`config.mk`:
```
export PLATFORM = sky130hd
export DESIGN_NAME = scv_fracclk_flat
export DESIGN_NICKNAME = d
export VERILOG_FILES = /design/src/rtl/scv_fracclk_if.sv /design/src/rtl/scv_fracclk.sv /design/src/flat_wrapper.sv
export SDC_FILE = /design/constraint.sdc
export NUM_CORES = 1
export LEC_CHECK = 0
export CAP_MARGIN = 20
export CORE_ASPECT_RATIO = 1.4
export CORE_MARGIN = 2
export CORE_UTILIZATION = 50
export CTS_BUF_LIST = sky130_fd_sc_hd__clkbuf_4
export DETAILED_ROUTE_END_ITERATION = 8
export PLACE_DENSITY = 0.68
export SLEW_MARGIN = 0
export SYNTH_ARGS = -nofsm -noshare
export SYNTH_HDL_FRONTEND = slang
export SYNTH_SLANG_ARGS = --single-unit
```
`constraint.sdc`:
```
create_clock -name CLK -period 4.9 [get_ports CLK]
set_input_delay 0.98 -clock CLK [delete_from_list [all_inputs] [get_ports CLK]]
set_output_delay 0.98 -clock CLK [all_outputs]
set_load 0.005 [all_outputs]
```
`src/rtl/scv_fracclk_if.sv`:
```
// Configuration bus for scv_fracclk. The master writes ratios; the slave reports
// which channels still hold an unapplied ratio.
interface scv_fracclk_if #(
   parameter int unsigned NCH = 3,
   parameter int unsigned W   = 10
);
   logic           CFG_WE;
   logic [2:0]     CFG_CH;
   logic [W-1:0]   CFG_MUL;
   logic [W-1:0]   CFG_DIV;
   logic [NCH-1:0] CFG_PEND;

   modport master (output CFG_WE, CFG_CH, CFG_MUL, CFG_DIV, input CFG_PEND);
   modport slave  (input CFG_WE, CFG_CH, CFG_MUL, CFG_DIV, output CFG_PEND);
endinterface

```
`src/rtl/scv_fracclk.sv`:
```
// Multi-channel fractional clock-enable generator. Each channel runs a Bresenham
// accumulator that emits CE at an average rate of CLK*MUL/DIV. Channel 0 also
// drives a rotating one-hot phase strobe set used for the CPU CP1/CP2 edges.
module scv_fracclk #(
   parameter int unsigned      NCH     = 3,
   parameter int unsigned      W       = 10,
   parameter int unsigned      NPHASE  = 4,
   parameter logic [NCH*W-1:0] DEF_MUL = {10'd22, 10'd1, 10'd88},
   parameter logic [NCH*W-1:0] DEF_DIV = {10'd105, 10'd7, 10'd315},
   localparam int unsigned     PW      = (NPHASE > 1) ? $clog2(NPHASE) : 1
) (
   input  logic              CLK,
   input  logic              RESB,
   input  logic [NCH-1:0]    EN,
   scv_fracclk_if.slave      cfg,
   output logic [NCH-1:0]    CE,
   output logic [NPHASE-1:0] PH_CE,
   output logic [PW-1:0]     PH_IDX
);

   logic [W:0]        acc_q  [NCH];
   logic [W:0]        acc_d  [NCH];
   logic [W:0]        sum    [NCH];
   logic [W-1:0]      mul_q  [NCH];
   logic [W-1:0]      div_q  [NCH];
   logic [W-1:0]      pmul_q [NCH];
   logic [W-1:0]      pdiv_q [NCH];
   logic [NCH-1:0]    pend_q;
   logic [NCH-1:0]    ce_q;
   logic [NCH-1:0]    tick;
   logic [NCH-1:0]    stall;
   logic [NCH-1:0]    apply;
   logic [NCH-1:0]    wr_sel;
   logic [PW-1:0]     phase_q;
   logic [PW-1:0]     phase_next;
   logic [NPHASE-1:0] ph_ce_q;
   logic [NPHASE-1:0] ph_onehot;

   // Per-channel accumulator step, tick decision and pending-ratio apply condition.
   always_comb begin
      for (int i = 0; i < NCH; i++) begin
         sum[i]    = acc_q[i] + {1'b0, mul_q[i]};
         stall[i]  = (mul_q[i] == '0) || (div_q[i] == '0);
         tick[i]   = 1'b0;
         acc_d[i]  = acc_q[i];
         if (EN[i] && !stall[i]) begin
            if (mul_q[i] >= div_q[i]) begin
               // Ratio of one or more: tick every cycle, nothing to carry.
               tick[i]  = 1'b1;
               acc_d[i] = '0;
            end else if (sum[i] >= {1'b0, div_q[i]}) begin
               tick[i]  = 1'b1;
               acc_d[i] = sum[i] - {1'b0, div_q[i]};
            end else begin
               acc_d[i] = sum[i];
            end
         end
         // A new ratio lands on a tick boundary, or at once if the channel is idle.
         apply[i]  = pend_q[i] && (tick[i] || !EN[i] || stall[i]);
         if (apply[i]) begin
            acc_d[i] = '0;
         end
         wr_sel[i] = cfg.CFG_WE && (cfg.CFG_CH == 3'(i));
      end
   end

   // Channel state: accumulators, active and pending ratios, registered CE.
   always_ff @(posedge CLK or negedge RESB) begin
      if (!RESB) begin
         for (int i = 0; i < NCH; i++) begin
            acc_q[i]  <= '0;
            mul_q[i]  <= DEF_MUL[i*W +: W];
            div_q[i]  <= DEF_DIV[i*W +: W];
            pmul_q[i] <= '0;
            pdiv_q[i] <= '0;
         end
         pend_q <= '0;
         ce_q   <= '0;
      end else begin
         for (int i = 0; i < NCH; i++) begin
            acc_q[i] <= acc_d[i];
            // Apply takes the pending value from before any same-cycle write.
            if (apply[i]) begin
               mul_q[i] <= pmul_q[i];
               div_q[i] <= pdiv_q[i];
            end
            if (wr_sel[i]) begin
               pmul_q[i] <= cfg.CFG_MUL;
               pdiv_q[i] <= cfg.CFG_DIV;
            end
            pend_q[i] <= wr_sel[i] || (pend_q[i] && !apply[i]);
         end
         ce_q <= tick;
      end
   end

   // Decode the current phase and its successor for channel 0.
   always_comb begin
      ph_onehot          = '0;
      ph_onehot[phase_q] = 1'b1;
      phase_next         = (phase_q == PW'(NPHASE - 1)) ? '0 : phase_q + PW'(1);
   end

   // Phase strobes advance only on channel-0 ticks; a ratio change leaves phase alone.
   always_ff @(posedge CLK or negedge RESB) begin
      if (!RESB) begin
         phase_q <= '0;
         ph_ce_q <= '0;
      end else begin
         ph_ce_q <= '0;
         if (tick[0]) begin
            ph_ce_q <= ph_onehot;
            phase_q <= phase_next;
         end
      end
   end

   assign CE           = ce_q;
   assign PH_CE        = ph_ce_q;
   assign PH_IDX       = phase_q;
   assign cfg.CFG_PEND = pend_q;

endmodule

```
`src/flat_wrapper.sv`:
```
// flat-port wrapper written by rule: the top's interface ports become plain ports
module scv_fracclk_flat 
#(
   parameter int unsigned      NCH     = 3,
   parameter int unsigned      W       = 10,
   parameter int unsigned      NPHASE  = 4,
   parameter logic [NCH*W-1:0] DEF_MUL = {10'd22, 10'd1, 10'd88},
   parameter logic [NCH*W-1:0] DEF_DIV = {10'd105, 10'd7, 10'd315},
   localparam int unsigned     PW      = (NPHASE > 1) ? $clog2(NPHASE) : 1
)
  (CLK, RESB, EN, CE, PH_CE, PH_IDX, cfg_CFG_WE, cfg_CFG_CH, cfg_CFG_MUL, cfg_CFG_DIV, cfg_CFG_PEND);
  scv_fracclk_if #(.NCH(NCH), .W(W)) cfg_i ();
  input  logic CLK;
  input  logic RESB;
  input  logic [NCH-1:0] EN;
  output logic [NCH-1:0] CE;
  output logic [NPHASE-1:0] PH_CE;
  output logic [PW-1:0] PH_IDX;
  input wire logic [$bits(cfg_i.CFG_WE)-1:0] cfg_CFG_WE;
  input wire logic [$bits(cfg_i.CFG_CH)-1:0] cfg_CFG_CH;
  input wire logic [$bits(cfg_i.CFG_MUL)-1:0] cfg_CFG_MUL;
  input wire logic [$bits(cfg_i.CFG_DIV)-1:0] cfg_CFG_DIV;
  output wire logic [$bits(cfg_i.CFG_PEND)-1:0] cfg_CFG_PEND;
  assign cfg_i.CFG_WE = cfg_CFG_WE;
  assign cfg_i.CFG_CH = cfg_CFG_CH;
  assign cfg_i.CFG_MUL = cfg_CFG_MUL;
  assign cfg_i.CFG_DIV = cfg_CFG_DIV;
  assign cfg_CFG_PEND = cfg_i.CFG_PEND;
  scv_fracclk #(.NCH(NCH), .W(W), .NPHASE(NPHASE), .DEF_MUL(DEF_MUL), .DEF_DIV(DEF_DIV)) u_core (.CLK(CLK), .RESB(RESB), .EN(EN), .cfg(cfg_i), .CE(CE), .PH_CE(PH_CE), .PH_IDX(PH_IDX));
endmodule
```
==> flow_summary.toml, run 1 <==
[grt]
overflow = 0
track_usage_pct = 21.4
antenna_found_initial = 1
grt_pass1_vias = 7329
grt_max_degree = 104
grt_pass1_wl_um = 37100

[cells_and_area]
multi_input_area_um2 = 5750
layout-drive-gt1-share_pct = 19.8
fin_cells = 1257
area_growth_pct = 9.92
n_fill_cell = 1729
regArea_um2 = 4150
final_cell_area_um2 = 11200
nets = 1120

[route]
wl_met3_um = 575
wl_per_cell_um = 17.5
met2_wirelength_um = 11600
routed_wl_um = 22100
vias_per_cell = 5.73
ant_nets = 0
drcViolationCount = 0
num_vias = 7205
drtIter0Drc = 356
maxUsedRoutingLayer = "met4"
drtPass1Iterations = 4
drt-met1-wl_um = 9210

[synthesis]
ys_ff_latch = 165
synth-warning-count = 0
syn-cell-area_um2 = 10200
avgSynthCellArea_um2 = 10.8
synthArstFlopShare_pct = 100
synth_edf_count = 0
synth_nets = 1071
synth_ff_type = "dfrtp_1"
synth_seq_area_share_pct = 40.7
syn_inst = 942
synth.distinct_cells = 65

[die]
fp.dieW_um = 125
rows = 61
coreArea_um2 = 19900
dieArea_um2 = 21600
start_util_pct = 51.2
top_level_ports = 41
die_h_um = 173

[setup_path]
reg2regPathDepth = 16
startpoint = "u_core.mul_q[20]"
start_kind = "register"
r2r_end = "u_core.div_q[29]"
arrival_ps = 4810
rrSetupSlack_ps = 550
critPathMaxFanout = 20
end_kind = "register"
critPathRequiredTime_ps = 5360
crit_type = "register to register"
critPathCapture = "u_core.div_q[29]"
r2r-start = "u_core.mul_q[20]"

[sta]
finalCritPeriodShare_pct = 88.7
fin_skew_ps = 20.8
finalSetupViolations = 0
slew_headroom_pct = 35.9
rsz0062_at_grt = "false"
min_period_ps = 4350
slew_viol_final = 0
worstMarginPinSlew_ps = 961
fmax_ghz = 0.230
fin_ws_ps = 552
finalSetupTns_ps = 0
hold_viol_final = 0

[clock_network]
cts_tree = "yes"
cts_setup_buffers = 0
clock-sinks = 165
cts_resized = 0
cts_root_buf = "clkbuf_4"
postCtsHoldBufs = 0
cts_buffers = 17
clkTransAtPathRegs_ps = 150
clk_path_buf_depth = 2
insertion_delay_ps = 580
htree_levels = 4

[place]
portBuffers = 40
preCtsSetupSlack_ps = 576
gp_congestion = 0.877
dpl-instance-area_um2 = 10900
dp_cells = 1224
place_hpwl_um = 17400

[job]
maxCapViolations = 0

[run_status]
outcome = "finished clean"

[worst_hold_path]
min_path_type = "primary input to async pin"
-- cell usage in the layout, fill, tap and decap left out, types with 16 or more instances in the layout --
cell / n
dfrtp_1: 145
mux2_2: 95
ha_1: 94
nand2_1: 62
inv_1: 56
o21ai_0: 51
nor2_1: 50
a21oi_1: 40
clkdlybuf4s50_1: 39
xnor2_1: 31
nor3_1: 22
mux2i_1: 21
mux2_4: 20
dfstp_2: 20
clkbuf_4: 17
nand3_1: 16
-- state kept, by name (all words and copies together), names as in the netlist --
name,flops
u_core.pdiv_q,30
u_core.acc_q,33
u_core.CE,3
u_core.pmul_q,30
u_core.PH_IDX,2
u_core.PH_CE,4
u_core.mul_q,30
u_core.div_q,30
u_core.cfg.CFG_PEND,3
-- worst min-delay path by stage --
stage / startpoint / slack [ps] / to
2_1_floorplan: u_core.acc_q[20] / 450 / u_core.acc_q[20]
3_3_place_gp: u_core.acc_q[3] / 470 / u_core.acc_q[3]
3_5_place_dp: u_core.acc_q[18] / 480 / u_core.acc_q[18]
4_1_cts: RESB / 490 / u_core.acc_q[21]
5_1_grt: u_core.pmul_q[4] / 510 / u_core.mul_q[4]
6_report: RESB / 470 / u_core.acc_q[21]
-- synth_stat cells, types with 3 or more instances --
cell	number	share of area, %
a21oi_1	40	2.0
o211ai_1	7	0.52
mux2i_1	21	2.1
mux2_2	95	10
ha_1	94	12
clkbuf_1	13	0.48
o21ai_1	5	0.25
mux2_4	20	2.9
o2111ai_1	5	0.43
dfstp_2	20	5.2
a21boi_1	4	0.29
nand4_1	4	0.25
and2_1	4	0.25
xor2_1	8	0.69
nor2_1	50	1.8
and3_1	3	0.18
or3_1	7	0.43
dfrtp_1	145	36
o31a_1	9	0.77
xnor2_1	31	2.7
a221o_1	3	0.29
mux2_1	9	0.99
nor3_1	22	1.1
a211o_1	3	0.26
nor2b_1	14	0.86
nand3_1	16	0.79
or2_2	4	0.25
a211oi_1	6	0.44
nor4_1	14	0.86
a31o_2	4	0.34
a31oi_1	8	0.49
nand2b_1	5	0.31
o21ai_0	51	2.5
nand2_1	62	2.3
o31ai_1	4	0.29
fa_1	6	1.2
o21a_1	13	0.96
inv_1	56	2.1
buf_2	6	0.29
a21o_1	15	1.1
and3b_1	4	0.34
-- cell type report --
| class | instances | share of cell area (%) |
|---|---|---|
| Inverter | 56 | 1.87 |
| Clock inverter | 15 | 1.22 |
| Multi-Input combinational cell | 699 | 51.3 |
| Clock buffer | 17 | 1.14 |
| Timing Repair Buffer | 52 | 4.61 |
| Antenna cell | 1 | 0.0223 |
| Sequential cell | 165 | 37.0 |
| Tap cell | 252 | 2.81 |
-- worst max-delay path, stage by stage, from the launching register on --
cell and delay (ps):
dfrtp_1 440, ha_1 190, inv_1 60, fa_1 450, nor2b_1 150, o31a_1 190, o21ai_0 110, nor2b_1 160
xnor2_1 190, ha_1 310, a211o_1 330, o31a_1 280, o21ai_2 170, a21bo_1 420, o21ai_4 240, buf_12 210
mux2_4 310
-- through the flow --
stage | hold slack, ps | utilization, %
floorplan | 447 | -
global placement | 467 | 55.0
detailed placement | 477 | 55.0
CTS | 488 | 56.3
global route | 513 | 56.3
finish | 466 | 56.3
-- layer usage --
layer	up-vias	global-route usage, %
met2	110	38.7
met1	3525	25.5
li1	3531	-
met3	39	2.94
met4	0	8.47
met5	-	0
-- cell families after synthesis --
family | after synthesis | share of synthesized area [%]
adder cells (fa/ha/maj) | 100 | 12.7
XOR/XNOR | 39 | 3.35
buffers and inverters | 78 | 3.34
flip-flops | 165 | 40.7
multiplexers | 145 | 16.5
AND/OR/NAND/NOR | 219 | 10.7
AO/OA/AOI/OAI | 196 | 12.7
Power of run 1 is left out: the tool's default activity adds up to more than one toggle a clock period on the data nets, which glitch-free logic cannot reach.
==> run 2, diff against run 1 <==
Settings changed: CTS_BUF_LIST sky130_fd_sc_hd__clkbuf_4 to sky130_fd_sc_hd__clkbuf_4 sky130_fd_sc_hd__clkbuf_8.
==> run 2 against run 1 <==
  * Final cell count barely moved
  * Critical path depth is the same
  * Fmax up 0.22%
  * Global-route usage is 0.099 points higher
  * Routed wire length up 0.32%
  * Non-clock buffer count stayed put
  * First-iteration DRC count increased by 9.6%
  * Critical endpoint unchanged
  * Clock skew shrank 6.4 ps
  * Register-to-register slack about the same
==> flow_summary.toml, run 2 (same netlist as run 1, synthesis figures left out) <==
[route]
routed_wl_um = 22100
drtIter0Drc = 390
drtPass1Iterations = 4
vias_per_cell = 5.72
num_vias = 7180
drcViolationCount = 0
wl_per_cell_um = 17.6
ant_nets = 0

[clock_network]
insertion_delay_ps = 460
clk_path_buf_depth = 2
cts_setup_buffers = 0
cts_root_buf = "clkbuf_8"
cts_resized = 0
htree_levels = 4
cts_buffers = 17
postCtsHoldBufs = 0
clock-sinks = 165
cts_tree = "yes"
clkTransAtPathRegs_ps = 100

[setup_path]
startpoint = "u_core.mul_q[20]"
rrSetupSlack_ps = 560
arrival_ps = 4680
end_kind = "register"
critPathRequiredTime_ps = 5240
critPathMaxFanout = 20
start_kind = "register"
crit_type = "register to register"
r2r-start = "u_core.mul_q[20]"

[cells_and_area]
multi_input_area_um2 = 5750
layout_common_cells = "145 x dfrtp_1, 95 x mux2_2, 94 x ha_1"
final_util_pct = 56.9
final_common_cell = "dfrtp_1"
layout-drive-gt1-share_pct = 19.9
n_antenna_cell = 0
regArea_um2 = 4150
largest_register = "u_core.acc_q"
largest_reg_flops = 33
final_cell_area_um2 = 11300
area_growth_pct = 11.0
nets = 1120
n_fill_cell = 1715

[sta]
slew_headroom_pct = 35.7
hold_viol_final = 0
fin_skew_ps = 14.4
fmax_ghz = 0.230
finalCritPeriodShare_pct = 88.5
min_period_ps = 4340
hold-worst-slack_ps = 490
slew_viol_final = 0
finalSetupViolations = 0
finalSetupTns_ps = 0
worstMarginPinSlew_ps = 965
rsz0062_at_grt = "false"

[grt]
overflow = 0
grt_pass1_wl_um = 37400
track_usage_pct = 21.5
grt_pass1_vias = 7352
antenna_found_initial = 0
grt_max_degree = 104

[die]
dieArea_um2 = 21600
fp.dieW_um = 125
top_level_ports = 41
start_util_pct = 51.2
coreArea_um2 = 19900
die_h_um = 173
rows = 61

[job]
maxCapViolations = 0

[place]
portBuffers = 40
dpl-instance-area_um2 = 10900
gp_congestion = 0.877
place_hpwl_um = 17400

[worst_hold_path]
min_path_type = "register to register"
hp-start = "u_core.pdiv_q[15]"

[run_status]
outcome = "finished clean"
==> run 2: per-stage QoR <==
step	cells	setup slack (ps)
6_report	1256	561
2_1_floorplan	942	988
5_1_grt	1256	245
3_5_place_dp	1224	576
3_3_place_gp	1224	689
4_1_cts	1256	533
==> run 2: final cells by class <==
type,instances,share of cell area [%]
multi-input combinational,699,50.8
clock buffer,18,2.19
clock inverter,14,1.17
tap,252,2.78
timing repair buffer,52,4.56
inverter,56,1.86
sequential,165,36.7
==> run 2: critical path: stages (launching register included) <==
cell and delay (ps):
dfrtp_1 420, ha_1 190, inv_1 60, fa_1 450, nor2b_1 150, o31a_1 190
o21ai_0 110, nor2b_1 160, xnor2_1 190, ha_1 310, a211o_1 330, o31a_1 280
o21ai_2 170, a21bo_1 420, o21ai_4 240, buf_12 200, mux2_4 310
==> run 2: routing by layer <==
layer | part of all wire, % | track usage (%)
met1 | 42 | 25.7
met2 | 53 | 39.0
met3 | 2.0 | 2.97
met4 | 2.7 | 8.05
met5 | 0 | 0
==> run 2: path summary, 6_finish.rpt <==
kind | endpoint | cells after the start
max | u_core.div_q[29] | 16
min | u_core.div_q[15] | 1
max reg2reg | u_core.div_q[29] | 16
min reg2reg | u_core.div_q[15] | 1
max in group asynchronous | u_core.div_q[24] | 2
min in group asynchronous | u_core.acc_q[21] | 1
Power of run 2 is left out for the same reason.
==> run 3, diff against run 2 <==
Settings changed: GPL_TIMING_DRIVEN set to 0.
==> run 3 against run 2 <==
  * Clock-buffer cell count is 3 higher
  * Register-to-register slack got worse by 50 ps
  * Via count up 0.78%
  * Global-route usage is 0.84 points higher
  * Cell area up 0.21%
  * First-iteration DRC count shrank 20%
  * Worst hold slack got worse by 82 ps
  * Critical path depth down 1
  * Non-clock buffer count is 11 higher
  * Fmax shrank 1.0%
  * Routed wire length rose by 4.0%
==> flow_summary.toml, run 3 (same netlist as run 1, synthesis figures left out) <==
[run_status]
outcome = "finished clean"

[cells_and_area]
final_cell_area_um2 = 11400
area_growth_pct = 11.3
n_antenna_cell = 0
largest_register = "u_core.acc_q"
layout_common_cells = "145 x dfrtp_1, 95 x mux2_2, 94 x ha_1"
final_common_cell = "dfrtp_1"
largest_reg_flops = 33
layout-drive-gt1-share_pct = 19.0
nets = 1131

[route]
ant_nets = 0
drt-met1-wl_um = 9990
routed_wl_um = 23000
wl_met3_um = 561
wl_per_cell_um = 18.2
met2_wirelength_um = 12000
maxUsedRoutingLayer = "met4"
drtPass1Iterations = 5
drtIter0Drc = 312
num_vias = 7236
vias_per_cell = 5.71
drcViolationCount = 0

[sta]
finalSetupViolations = 0
slew_headroom_pct = 38.7
rsz0062_at_grt = "false"
worstMarginPinSlew_ps = 907
min_period_ps = 4380
finalCritPeriodShare_pct = 89.5
slew_viol_final = 0
fmax_ghz = 0.228
hold_viol_final = 0
fin_skew_ps = 11.1

[die]
start_util_pct = 51.2
die_h_um = 173
top_level_ports = 41
coreArea_um2 = 19900
rows = 61
fp.dieW_um = 125
dieArea_um2 = 21600

[setup_path]
critPathMaxFanout = 10
arrival_ps = 4730
crit_type = "register to register"
start_kind = "register"
end_kind = "register"
critPathRequiredTime_ps = 5250

[grt]
grt_pass1_vias = 7270
grt_max_degree = 106
antenna_found_initial = 0
track_usage_pct = 22.3
overflow = 0
grt_pass1_wl_um = 38300

[place]
gp_congestion = 0.900
place_hpwl_um = 17700
dpl-instance-area_um2 = 10900
portBuffers = 40

[clock_network]
cts_tree = "yes"
cts_resized = 0
htree_levels = 4
clkTransAtPathRegs_ps = 90
cts_setup_buffers = 0
cts_root_buf = "clkbuf_8"
clk_path_buf_depth = 2
cts_buffers = 17
insertion_delay_ps = 470
postCtsHoldBufs = 0
clock-sinks = 165

[worst_hold_path]
min_path_type = "primary input to async pin"

[job]
maxCapViolations = 0
## run 3: cell types whose count changed in the layout (fill, tap and decap cells not counted), moves of 3 or more
cell and change:
buf_2 +6, inv_6 -6, clkbuf_1 +13, buf_4 -10, inv_8 -3
## run 3: path summary, 6_finish.rpt
check,start,end,slack (ps),cells after the start
setup / recovery,u_core.mul_q[1],u_core.div_q[4],520,15
hold / removal,RESB,u_core.acc_q[18],410,1
setup reg to reg,u_core.mul_q[1],u_core.div_q[4],520,15
hold reg to reg,u_core.pmul_q[3],u_core.mul_q[3],490,1
max in group asynchronous,RESB,u_core.mul_q[2],3590,2
min in group CLK,u_core.pmul_q[3],u_core.mul_q[3],490,1
## run 3: worst max-delay path, cell delays in order (launching register included)
cell and delay [ps]:
dfstp_2 580, inv_1 70, fa_1 460, nor2b_1 160
o31a_1 190, o21ai_0 120, nor2b_1 160, xnor2_1 200
ha_1 320, a211o_1 270, nor3_1 320, o31a_1 240
o221ai_2 240, o21ai_1 230, buf_2 310, mux2_2 370
## run 3: per-layer routing
metal	GRT usage [%]	up-vias
li1	-	3548
met1	27.4	3535
met2	40.2	119
met3	3.00	34
met4	7.49	0
met5	0	-
## run 3: area by class of cell
type | instances | area, µm²
Multi-Input combinational cell | 699 | 5710
Fill cell | 1707 | 8570
Clock buffer | 21 | 277
Timing Repair Buffer | 41 | 433
Sequential cell | 165 | 4150
Tap cell | 252 | 315
Buffer | 22 | 130
Clock inverter | 11 | 125
Inverter | 56 | 210
## run 3: per-stage QoR
step	hold WS (ps)	std cells	setup TNS (ps)	setup slack [ps]	utilization [%]
2_1_floorplan	447	942	0	988	-
3_3_place_gp	463	1234	-620740	-4040	54.8
3_5_place_dp	470	1235	0	519	55.0
4_1_cts	430	1267	0	492	57.0
5_1_grt	451	1267	0	131	57.0
6_report	408	1267	0	516	57.0
Power of run 3 is left out for the same reason.
